**src/rtl/interrupt_priority_encoder_6_to_3_pkg.sv**
```systemverilog
// Shared types, constants and helpers for the 6-to-3 interrupt priority encoder.
package interrupt_pkg;

  localparam int NUM_IRQ = 6;
  localparam logic [2:0] CODE_NONE = 3'd0;

  typedef enum logic [1:0] {
    IDLE    = 2'd0,
    ASSERT  = 2'd1,
    SERVICE = 2'd2
  } irq_state_t;

  // Lowest set bit wins; bit i maps to code i+1, empty vector gives CODE_NONE.
  function automatic logic [2:0] prio_encode(input logic [NUM_IRQ-1:0] v);
    logic [2:0] c;
    c = CODE_NONE;
    for (int i = NUM_IRQ - 1; i >= 0; i--) begin
      if (v[i]) c = 3'(i + 1);
    end
    return c;
  endfunction

  // In-service bit for a code is reversed: code c lands on bit [6-c].
  function automatic logic [NUM_IRQ-1:0] code_to_isr(input logic [2:0] c);
    logic [NUM_IRQ-1:0] m;
    m = '0;
    for (int i = 0; i < NUM_IRQ; i++) begin
      if (c == 3'(NUM_IRQ - i)) m[i] = 1'b1;
    end
    return m;
  endfunction

  // Pending bit for a code: code c lives on bit [c-1].
  function automatic logic [NUM_IRQ-1:0] code_to_pending(input logic [2:0] c);
    logic [NUM_IRQ-1:0] m;
    m = '0;
    for (int i = 0; i < NUM_IRQ; i++) begin
      if (c == 3'(i + 1)) m[i] = 1'b1;
    end
    return m;
  endfunction

endpackage

```
**src/rtl/interrupt_priority_encoder_6_to_3_if.sv**
```systemverilog
// Request/acknowledge bus between the IO/CPU side (master) and the encoder (slave).
interface interrupt_priority_encoder_6_to_3_if;
  import interrupt_pkg::*;

  logic [NUM_IRQ-1:0] irq_req;
  logic [NUM_IRQ-1:0] irq_mask;
  logic               inta;
  logic               eoi;
  logic               int_out;
  logic [2:0]         int_code;
  logic [NUM_IRQ-1:0] isr_out;
  logic               spurious;

  modport master (
    output irq_req, irq_mask, inta, eoi,
    input  int_out, int_code, isr_out, spurious
  );

  modport slave (
    input  irq_req, irq_mask, inta, eoi,
    output int_out, int_code, isr_out, spurious
  );

endinterface

```
**src/rtl/interrupt_priority_encoder_6_to_3_edge_latch.sv**
```systemverilog
// Rising-edge detector and pending latch, one independent slice per request line.
module irq_edge_latch
  import interrupt_pkg::*;
(
  input  logic               clk,
  input  logic               reset,
  input  logic [NUM_IRQ-1:0] i_irq,
  input  logic [NUM_IRQ-1:0] i_clr,
  output logic [NUM_IRQ-1:0] o_pending
);

  genvar gi;
  generate
    for (gi = 0; gi < NUM_IRQ; gi++) begin : g_bit
      logic r_prev;
      logic r_pending;
      logic w_rise;

      assign w_rise = i_irq[gi] & ~r_prev;

      // A fresh edge re-arms the line even when it is being cleared this cycle.
      always_ff @(posedge clk) begin
        if (reset) begin
          r_prev    <= 1'b0;
          r_pending <= 1'b0;
        end else begin
          r_prev    <= i_irq[gi];
          r_pending <= w_rise | (r_pending & ~i_clr[gi]);
        end
      end

      assign o_pending[gi] = r_pending;
    end
  endgenerate

endmodule

```
**src/rtl/interrupt_priority_encoder_6_to_3.sv**
```systemverilog
// Non-nested interrupt controller: selects, presents and tracks one interrupt at a time.
module interrupt_priority_encoder_6_to_3
  import interrupt_pkg::*;
#(
  parameter int ACK_TIMEOUT = 255
)
(
  input logic clk,
  input logic reset,
  interrupt_priority_encoder_6_to_3_if.slave bus
);

  localparam logic [7:0] TIMEOUT_L = 8'(ACK_TIMEOUT);

  irq_state_t         r_state, w_state_next;
  logic [7:0]         r_cnt, w_cnt_next, w_cnt_inc;
  logic               r_int_out, w_int_out_next;
  logic [2:0]         r_int_code, w_int_code_next;
  logic [NUM_IRQ-1:0] r_isr, w_isr_next;
  logic               r_spurious, w_spurious_next;
  logic [NUM_IRQ-1:0] w_clr;
  logic [NUM_IRQ-1:0] w_pending;
  logic [NUM_IRQ-1:0] w_eligible;

  irq_edge_latch u_latch (
    .clk       (clk),
    .reset     (reset),
    .i_irq     (bus.irq_req),
    .i_clr     (w_clr),
    .o_pending (w_pending)
  );

  assign w_eligible = w_pending & ~bus.irq_mask;
  assign w_cnt_inc  = (r_cnt == 8'hFF) ? r_cnt : r_cnt + 8'd1;

  // Next-state and output decode; the mask only matters when choosing in IDLE.
  always_comb begin
    w_state_next    = r_state;
    w_cnt_next      = r_cnt;
    w_int_out_next  = r_int_out;
    w_int_code_next = r_int_code;
    w_isr_next      = r_isr;
    w_spurious_next = 1'b0;
    w_clr           = '0;
    case (r_state)
      IDLE: begin
        if (|w_eligible) begin
          w_int_code_next = prio_encode(w_eligible);
          w_int_out_next  = 1'b1;
          w_cnt_next      = 8'd0;
          w_state_next    = ASSERT;
        end
      end
      ASSERT: begin
        if (bus.inta) begin
          w_clr          = code_to_pending(r_int_code);
          w_isr_next     = code_to_isr(r_int_code);
          w_int_out_next = 1'b0;
          w_state_next   = SERVICE;
        end else if (w_cnt_inc == TIMEOUT_L) begin
          // Abandon the request but keep it pending so it is offered again.
          w_int_out_next  = 1'b0;
          w_int_code_next = CODE_NONE;
          w_spurious_next = 1'b1;
          w_state_next    = IDLE;
        end else begin
          w_cnt_next = w_cnt_inc;
        end
      end
      SERVICE: begin
        if (bus.eoi) begin
          w_isr_next      = '0;
          w_int_code_next = CODE_NONE;
          w_state_next    = IDLE;
        end
      end
      default: begin
        w_state_next = IDLE;
      end
    endcase
  end

  // State, counter and registered outputs.
  always_ff @(posedge clk) begin
    if (reset) begin
      r_state    <= IDLE;
      r_cnt      <= 8'd0;
      r_int_out  <= 1'b0;
      r_int_code <= CODE_NONE;
      r_isr      <= '0;
      r_spurious <= 1'b0;
    end else begin
      r_state    <= w_state_next;
      r_cnt      <= w_cnt_next;
      r_int_out  <= w_int_out_next;
      r_int_code <= w_int_code_next;
      r_isr      <= w_isr_next;
      r_spurious <= w_spurious_next;
    end
  end

  assign bus.int_out  = r_int_out;
  assign bus.int_code = r_int_code;
  assign bus.isr_out  = r_isr;
  assign bus.spurious = r_spurious;

endmodule

```
**src/flat_wrapper.sv**
```systemverilog
// flat-port wrapper written by rule: the top's interface ports become plain ports
module interrupt_priority_encoder_6_to_3_flat import interrupt_pkg::*;
#(
  parameter int ACK_TIMEOUT = 255
)
  (clk, reset, bus_irq_req, bus_irq_mask, bus_inta, bus_eoi, bus_int_out, bus_int_code, bus_isr_out, bus_spurious);
  interrupt_priority_encoder_6_to_3_if bus_i ();
  input logic clk;
  input logic reset;
  input wire logic [$bits(bus_i.irq_req)-1:0] bus_irq_req;
  input wire logic [$bits(bus_i.irq_mask)-1:0] bus_irq_mask;
  input wire logic [$bits(bus_i.inta)-1:0] bus_inta;
  input wire logic [$bits(bus_i.eoi)-1:0] bus_eoi;
  output wire logic [$bits(bus_i.int_out)-1:0] bus_int_out;
  output wire logic [$bits(bus_i.int_code)-1:0] bus_int_code;
  output wire logic [$bits(bus_i.isr_out)-1:0] bus_isr_out;
  output wire logic [$bits(bus_i.spurious)-1:0] bus_spurious;
  assign bus_i.irq_req = bus_irq_req;
  assign bus_i.irq_mask = bus_irq_mask;
  assign bus_i.inta = bus_inta;
  assign bus_i.eoi = bus_eoi;
  assign bus_int_out = bus_i.int_out;
  assign bus_int_code = bus_i.int_code;
  assign bus_isr_out = bus_i.isr_out;
  assign bus_spurious = bus_i.spurious;
  interrupt_priority_encoder_6_to_3 #(.ACK_TIMEOUT(ACK_TIMEOUT)) u_core (.clk(clk), .reset(reset), .bus(bus_i));
endmodule
```
**config.mk**
```make
export PLATFORM = sky130hd
export DESIGN_NAME = interrupt_priority_encoder_6_to_3_flat
export DESIGN_NICKNAME = d
export VERILOG_FILES = /design/src/rtl/interrupt_priority_encoder_6_to_3_pkg.sv /design/src/rtl/interrupt_priority_encoder_6_to_3_if.sv /design/src/rtl/interrupt_priority_encoder_6_to_3_edge_latch.sv /design/src/rtl/interrupt_priority_encoder_6_to_3.sv /design/src/flat_wrapper.sv
export SDC_FILE = /design/constraint.sdc
export NUM_CORES = 1
export LEC_CHECK = 0
export BUFFER_PORTS_ARGS = -buffer_cell sky130_fd_sc_hd__clkbuf_2
export CORE_MARGIN = 10
export CORE_UTILIZATION = 50
export CTS_CLUSTER_SIZE = 8
export DETAILED_ROUTE_END_ITERATION = 7
export PLACE_DENSITY_LB_ADDON = 0.25
export SETUP_SLACK_MARGIN = 0.2
export SLEW_MARGIN = 25
export SYNTH_ARGS = -nofsm -noshare
export SYNTH_HDL_FRONTEND = slang
export SYNTH_SLANG_ARGS = --single-unit
```
**constraint.sdc**
```tcl
create_clock -name clk -period 2 [get_ports clk]
set_input_delay 0.4 -clock clk [delete_from_list [all_inputs] [get_ports clk]]
set_output_delay 0.4 -clock clk [all_outputs]
set_load 0.02 [all_outputs]
```
======== Yosys cells after proc, flatten, opt, wreduce, memory -nomap -nowiden ========
Cells that the tools add are included.
word-level totals
  register bits after elaboration ......... 33
  bits in latches ......................... 0
  memory bits (writable) .................. 0
  bits in read-only memories .............. 0
  input bits .............................. 16
  logic and storage cells ................. 117
  memories ................................ 0
cells by class
  add/subtract/negate cells ............... 1
  multiply operators ...................... 0
  divide/modulo/power cells ............... 0
  $lt $le $gt $ge ......................... 0
  equal/unequal tests ..................... 17
  shift-type cells ........................ 0
  muxes and demuxes ....................... 37
  bitwise operators ....................... 33
  reductions and logical operators ........ 11
operators with widths
  operator               count
  $mux W8                4
  $mux W3                10
  $mux W6                4
  $eq A8 B8 Y1 const B   2
  $pmux W8 S2            1
  $not A1 Y1             13
  $and A1 B1 Y1          12
  $pmux W6 S2            1
  $mux W1                10
  $eq A3 B3 Y1 const B   3
  $pmux W3 S3            1
  $reduce_and A3 Y1      3
  $add A8 B1 Y8 const B  1
  $mux W2                4
  $ne A2 B2 Y1 const B   4
  $and A6 B6 Y6          1
  $eq A3 B2 Y1 const B   2
  $not A6 Y6             1
  $or A1 B1 Y1           6
  $pmux W2 S3            1
  $reduce_or A6 Y1       1
  $reduce_and A5 Y1      1
  $ne A2 B1 Y1 const B   2
  $reduce_and A4 Y1      1
  other kinds (9)        10

======== Longest topological paths before layout ========
  depth in word-level cells ............... 10
  gate-level depth with buffers ........... 8

======== Hierarchy ========
Synthesis repeated with hierarchy kept, for this count alone.
second synthesis, totals
  cell total of the unflattened synthesis .. 219
  area total of the unflattened synthesis .. 1874.3 um^2
modules (own cells, without submodules)
  module                             times used  cells an instance  area an instance (um^2)
  interrupt_priority_encoder_6_to_3  1           176                1392.6
  irq_edge_latch                     1           43                 481.7

======== Worst setup path before layout ========
No wires, ideal clock.
  kind .................................... register -> register
  start point ............................. register u_core.r_cnt[0]
  end point ............................... register u_core.r_int_out, in the netlist u_core.bus.int_out
  library setup time ...................... 0.133 ns
  arrival ................................. 1.780 ns
  setup slack ............................. 0.087 ns
  stages on the path, launching flop included .. 8
  clock period less this slack ............ 1.913 ns
  path through ............................ dfxtp_1 ha_1 and4_4 nand3_1 o22ai_2 nand3_1 a211oi_2 a211oi_2
on the way
  word-level cells in the longest chain between the ends .. 5
RTL lines
  element                                               line                                     source
  start: declaration                                    interrupt_priority_encoder_6_to_3.sv:16  logic [7:0] r_cnt, w_cnt_next, w_cnt_inc;
  start signal: assignment                              interrupt_priority_encoder_6_to_3.sv:94  r_cnt <= w_cnt_next;
  $add A8 B1 Y8 / $eq A8 B8 Y1 (equally long branches)  interrupt_priority_encoder_6_to_3.sv:34  assign w_cnt_inc = (r_cnt == 8'hFF) ? r_cnt : r_cnt + 8'd1;
  $mux W8 (*)                                           interrupt_priority_encoder_6_to_3.sv:34
  $eq A8 B8 Y1 (*)                                      interrupt_priority_encoder_6_to_3.sv:60  end else if (w_cnt_inc == TIMEOUT_L) begin
  $ne A3 B2 Y1 (no source line) (*)                     -
  $reduce_and A3 Y1 (no source line) (*)                -
  end signal: assignment                                interrupt_priority_encoder_6_to_3.sv:95  r_int_out <= w_int_out_next;
  end: declaration                                      interrupt_priority_encoder_6_to_3.sv:17  logic r_int_out, w_int_out_next;
Mark *: on every way between the ends. The rest lies on a longest branch, timed or not.
A chain may end at the register's enable or synchronous reset.

======== Worst setup path in the final report ========
  start point ............................. register u_core.r_cnt[0]
  end point ............................... register u_core.r_cnt[7]
on the way
  word-level cells in the longest chain between the ends .. 5
RTL lines
  element                                                                   line
  $add A8 B1 Y8 / $eq A8 B8 Y1 (equally long branches)                      interrupt_priority_encoder_6_to_3.sv:34
  $mux W8 (*)                                                               interrupt_priority_encoder_6_to_3.sv:34
  $eq A8 B8 Y1 / $mux W8 (equally long branches)                            interrupt_priority_encoder_6_to_3.sv:60
  $ne A2 B2 Y1 (no source line) / $mux W8 (equally long branches)           -
  $reduce_and A4 Y1 (no source line) / $pmux W8 S2 (equally long branches)  -
Mark *: on every way between the ends. The rest lies on a longest branch, timed or not. The select of a mux whose other input is x is not followed.

==> impl_summary.log <==
INFO  metric result_of_the_run = finished, final reports clean
INFO  metric worst_slack = 0.09686 ns
INFO  metric cts_buffers = 5
INFO  metric final_weighted_congestion_of_routability_driven_global_placement = 0.8933
INFO  metric worstReg2RegStart = u_core.r_cnt[0]
INFO  metric internal_power = 1.229 mW
INFO  metric post_synth.cell_area_avg = 8.343 um2
INFO  metric synth_edf_count = 0
INFO  metric drive_gt1_frac = 0.3454
INFO  metric global_route_wire_length_before_repair = 7376 um
INFO  metric floorplan.core_area = 3311 um2
INFO  metric switching_power = 0.8102 mW
INFO  metric synth.yosys.warnings = 0
INFO  metric number_of_global_route_vias_before_repair = 1604
INFO  metric setup.worst_path.end_class = flop
INFO  metric final_antenna_net_count = 0
INFO  metric timing.reg2reg.worst_path_depth = 8
INFO  metric fin_crit_sh = 0.9516
INFO  metric die_width = 78.49 um
INFO  metric synth_sequential_area_ratio = 0.3862
INFO  metric finalSetupViolations = 0
INFO  metric dr_total_vias = 1678
INFO  metric filler_cell_count = 310
INFO  metric fin_tns_setup = 0 ns
INFO  metric finalHoldViolations = 0
INFO  metric worst_skew_pair.late_latency = 0.34 ns
INFO  metric syn-cell-area = 1710 um2
INFO  metric number_of_standard_cells_after_synthesis = 205
INFO  metric number_of_synthesized_register_bits = 33
INFO  metric maximum_number_of_pins_on_one_net_before_global_route_repair = 33
INFO  metric drt_iter0_markers = 154
INFO  metric timing.hold.worst_path_depth = 3
INFO  metric cts_tree = yes
INFO  metric comb_power_share = 0.434
INFO  metric grtUsageTotal = 0.1414
INFO  metric synth_cell_type_count = 40
INFO  metric cts_hold_buffers = 0
INFO  metric layout-area-overhead-vs-synth = 30.58%
INFO  metric worst_pin_slew = 0.5763 ns
INFO  metric r2r-end = u_core.r_cnt[7]
INFO  metric io_buffers = 26
INFO  metric nets = 269
INFO  metric floorplan.io_pins = 27
INFO  metric ir_drop = 0.0006703 V
INFO  metric fp-row-count = 21
INFO  metric final.setup_skew = 0.01902 ns
INFO  metric final.min_clock_period = 1.903 ns
INFO  metric drv_cap = 0
INFO  metric post_syn_nets = 226
INFO  metric clock_tree.root_cell = clkbuf_4
INFO  metric cts_max_level = 2
INFO  metric postRouteWirelength = 4471 um
INFO  metric endpoint = u_core.r_cnt[7]
INFO  metric p_per_area = 913.1 nW/um2
INFO  metric global_route.overflow_total = 0
INFO  metric clkPwrFrac = 0.179
INFO  metric post_detailed_route_drc_marker_count = 0
INFO  metric timing.final.max_slew_violations = 0
INFO  metric diodes = 0
INFO  metric reg2reg_slack = 0.1 ns
INFO  metric place_hpwl = 3156 um
INFO  metric drt-wirelength-per-cell = 15.16 um
INFO  metric power.static_leakage = 0.8364 nW
INFO  metric synthArstFlopShare = 0
INFO  metric vias_per_cell = 5.688
INFO  metric unrepaired_setup_endpoints_after_global_routing = yes
INFO  metric fmax = 525.4 MHz
INFO  metric timing.critical_path.required = 2.20 ns
INFO  metric die_height = 78.49 um
INFO  metric antenna_violations_before_repair = 0
INFO  metric dpl_worst_slack = 0.06998 ns
INFO  metric relSlewSlack = 0.6123
INFO  metric firstDrtPassIters = 4
INFO  metric min-delay-path-class = input port to flop
INFO  metric die_area = 6160 um2
INFO  metric critical_path_fanouts_max = 7
INFO  metric ys_dominant_reg_cell = dfxtp_1
INFO  metric setup.worst_path.class = flop to flop
INFO  metric pwr-share-seq = 0.387
INFO  metric numClockSinks = 33
INFO  metric timing.critical_path.from = u_core.r_cnt[0]
INFO  metric initial_utilization = 0.5166
INFO  metric critPathLaunchType = flop
INFO  metric swShare = 0.3973
INFO  metric critical_path_arrival = 2.11 ns
INFO  metric clk_transition_reported_paths = 0.12 ns
INFO  metric clock_tree.buffer_depth = 2
==> worst min path at each step <==
stage | from | end
after floorplan | u_core.u_latch.g_bit[0].r_pending | u_core.u_latch.g_bit[0].r_pending
after global placement | u_core.u_latch.g_bit[1].r_pending | u_core.u_latch.g_bit[1].r_pending
after detailed placement | u_core.u_latch.g_bit[1].r_pending | u_core.u_latch.g_bit[1].r_pending
after CTS | reset | u_core.u_latch.g_bit[5].r_pending
after global routing | reset | u_core.u_latch.g_bit[5].r_pending
final | bus_irq_req[2] | u_core.u_latch.g_bit[2].r_pending
==> critical path, stage by stage (launching register included) <==
cell and delay, ns:
dfxtp_2 0.38, ha_4 0.18, xor2_1 0.19, nand3_1 0.16, o22ai_4 0.28, buf_6 0.15, a41oi_4 0.15, a41oi_2 0.22
a211oi_1 0.06
==> area by class of cell <==
class | instances | area (um2) | area share
clock buffer | 5 | 37.54 | 0.01681
timing repair buffer | 42 | 257.7 | 0.1154
tap | 46 | 57.56 | 0.02577
inverter | 11 | 41.29 | 0.01849
multi-input combinational | 155 | 1154 | 0.5165
clock inverter | 3 | 17.52 | 0.007843
sequential | 33 | 668.1 | 0.2992
==> cells in the final DEF (no fill, tap or decap), types with 3 or more instances in the layout <==
master / count
dfxtp_1: 29
nor2_1: 15
mux2i_1: 3
nand2b_1: 17
nor3_1: 3
nand2_1: 17
buf_4: 14
nand3_1: 6
dfxtp_2: 3
nor2b_1: 8
o31ai_1: 6
nor4_1: 3
nor4b_2: 3
inv_1: 11
clkbuf_4: 5
a31oi_1: 4
o21ai_0: 9
a21oi_1: 16
o211ai_1: 3
clkbuf_2: 26
a211oi_1: 3
==> cell usage after synthesis, drive strengths merged, types with 4 or more instances <==
cell	count	area, um2
nor2	17	66.32
ha	5	62.56
inv	11	41.29
nor3	4	20.02
a31oi	4	25.02
nor2b	8	50.05
o31ai	6	45.04
a211oi	5	47.54
nand3	9	45.04
nand2b	18	112.6
dfxtp	33	660.6
nand2	18	67.56
a21oi	18	93.84
o21ai	9	45.04
clkbuf	5	18.77
==> what timing repair did <==
action,CTS,global route
resized for setup,14,18
endpoints found under the setup margin,14,17
setup buffers,1,4
pin swaps,3,13
==> cells by family (layout without fill, tap and decap cells) <==
logic type,count (synthesis),after routing,synth area share
compound gates,58,58,0.2436
fa+ha+maj,5,5,0.03658
buf+inv,17,61,0.03731
mux,3,3,0.01756
xor+xnor,1,1,0.005122
flops,33,33,0.3862
simple gates,88,88,0.2736
==> through the flow <==
stage	cells	hold WS, ns	utilization	instance area (um2)	power (mW)
after floorplan	205	0.4487	-	1733	1.299
after global placement	282	0.4628	0.5983	1981	1.558
after detailed placement	282	0.4656	0.5983	1981	1.558
after CTS	291	0.2847	0.6372	2110	1.955
after global routing	295	0.2818	0.6746	2233	2.168
final	295	0.2930	0.6746	2233	2.039
==> registers in the layout, indices dropped and copies added (netlist names) <==
| register | cells |
|---|---|
| u_core.r_cnt | 8 |
| u_core.bus.isr_out | 6 |
| u_core.u_latch.g_bit.r_pending | 6 |
| u_core.u_latch.g_bit.r_prev | 6 |
| u_core.bus.int_code | 3 |
| u_core.r_state | 2 |
| u_core.bus.int_out | 1 |
| u_core.bus.spurious | 1 |
==> power by group through the flow <==
stage          Combinational [mW]  Clock, mW  Sequential, mW
6_report                    0.885      0.365           0.789
3_5_place_dp                0.761          0           0.797
3_3_place_gp                0.762          0           0.795
4_1_cts                     0.798      0.371           0.786
5_1_grt                     0.970      0.399           0.799
2_1_floorplan               0.486          0           0.812
==> routing by layer <==
layer  wire length (um)  track usage  vias to the layer above
li1                   -            -                      834
met1               1913       0.1703                      775
met2               2251       0.2360                       58
met3                237      0.04328                       11
met4                 68      0.04122                        0
met5                  0            0                        -
Note: power is estimated with default switching activity, not from simulation.
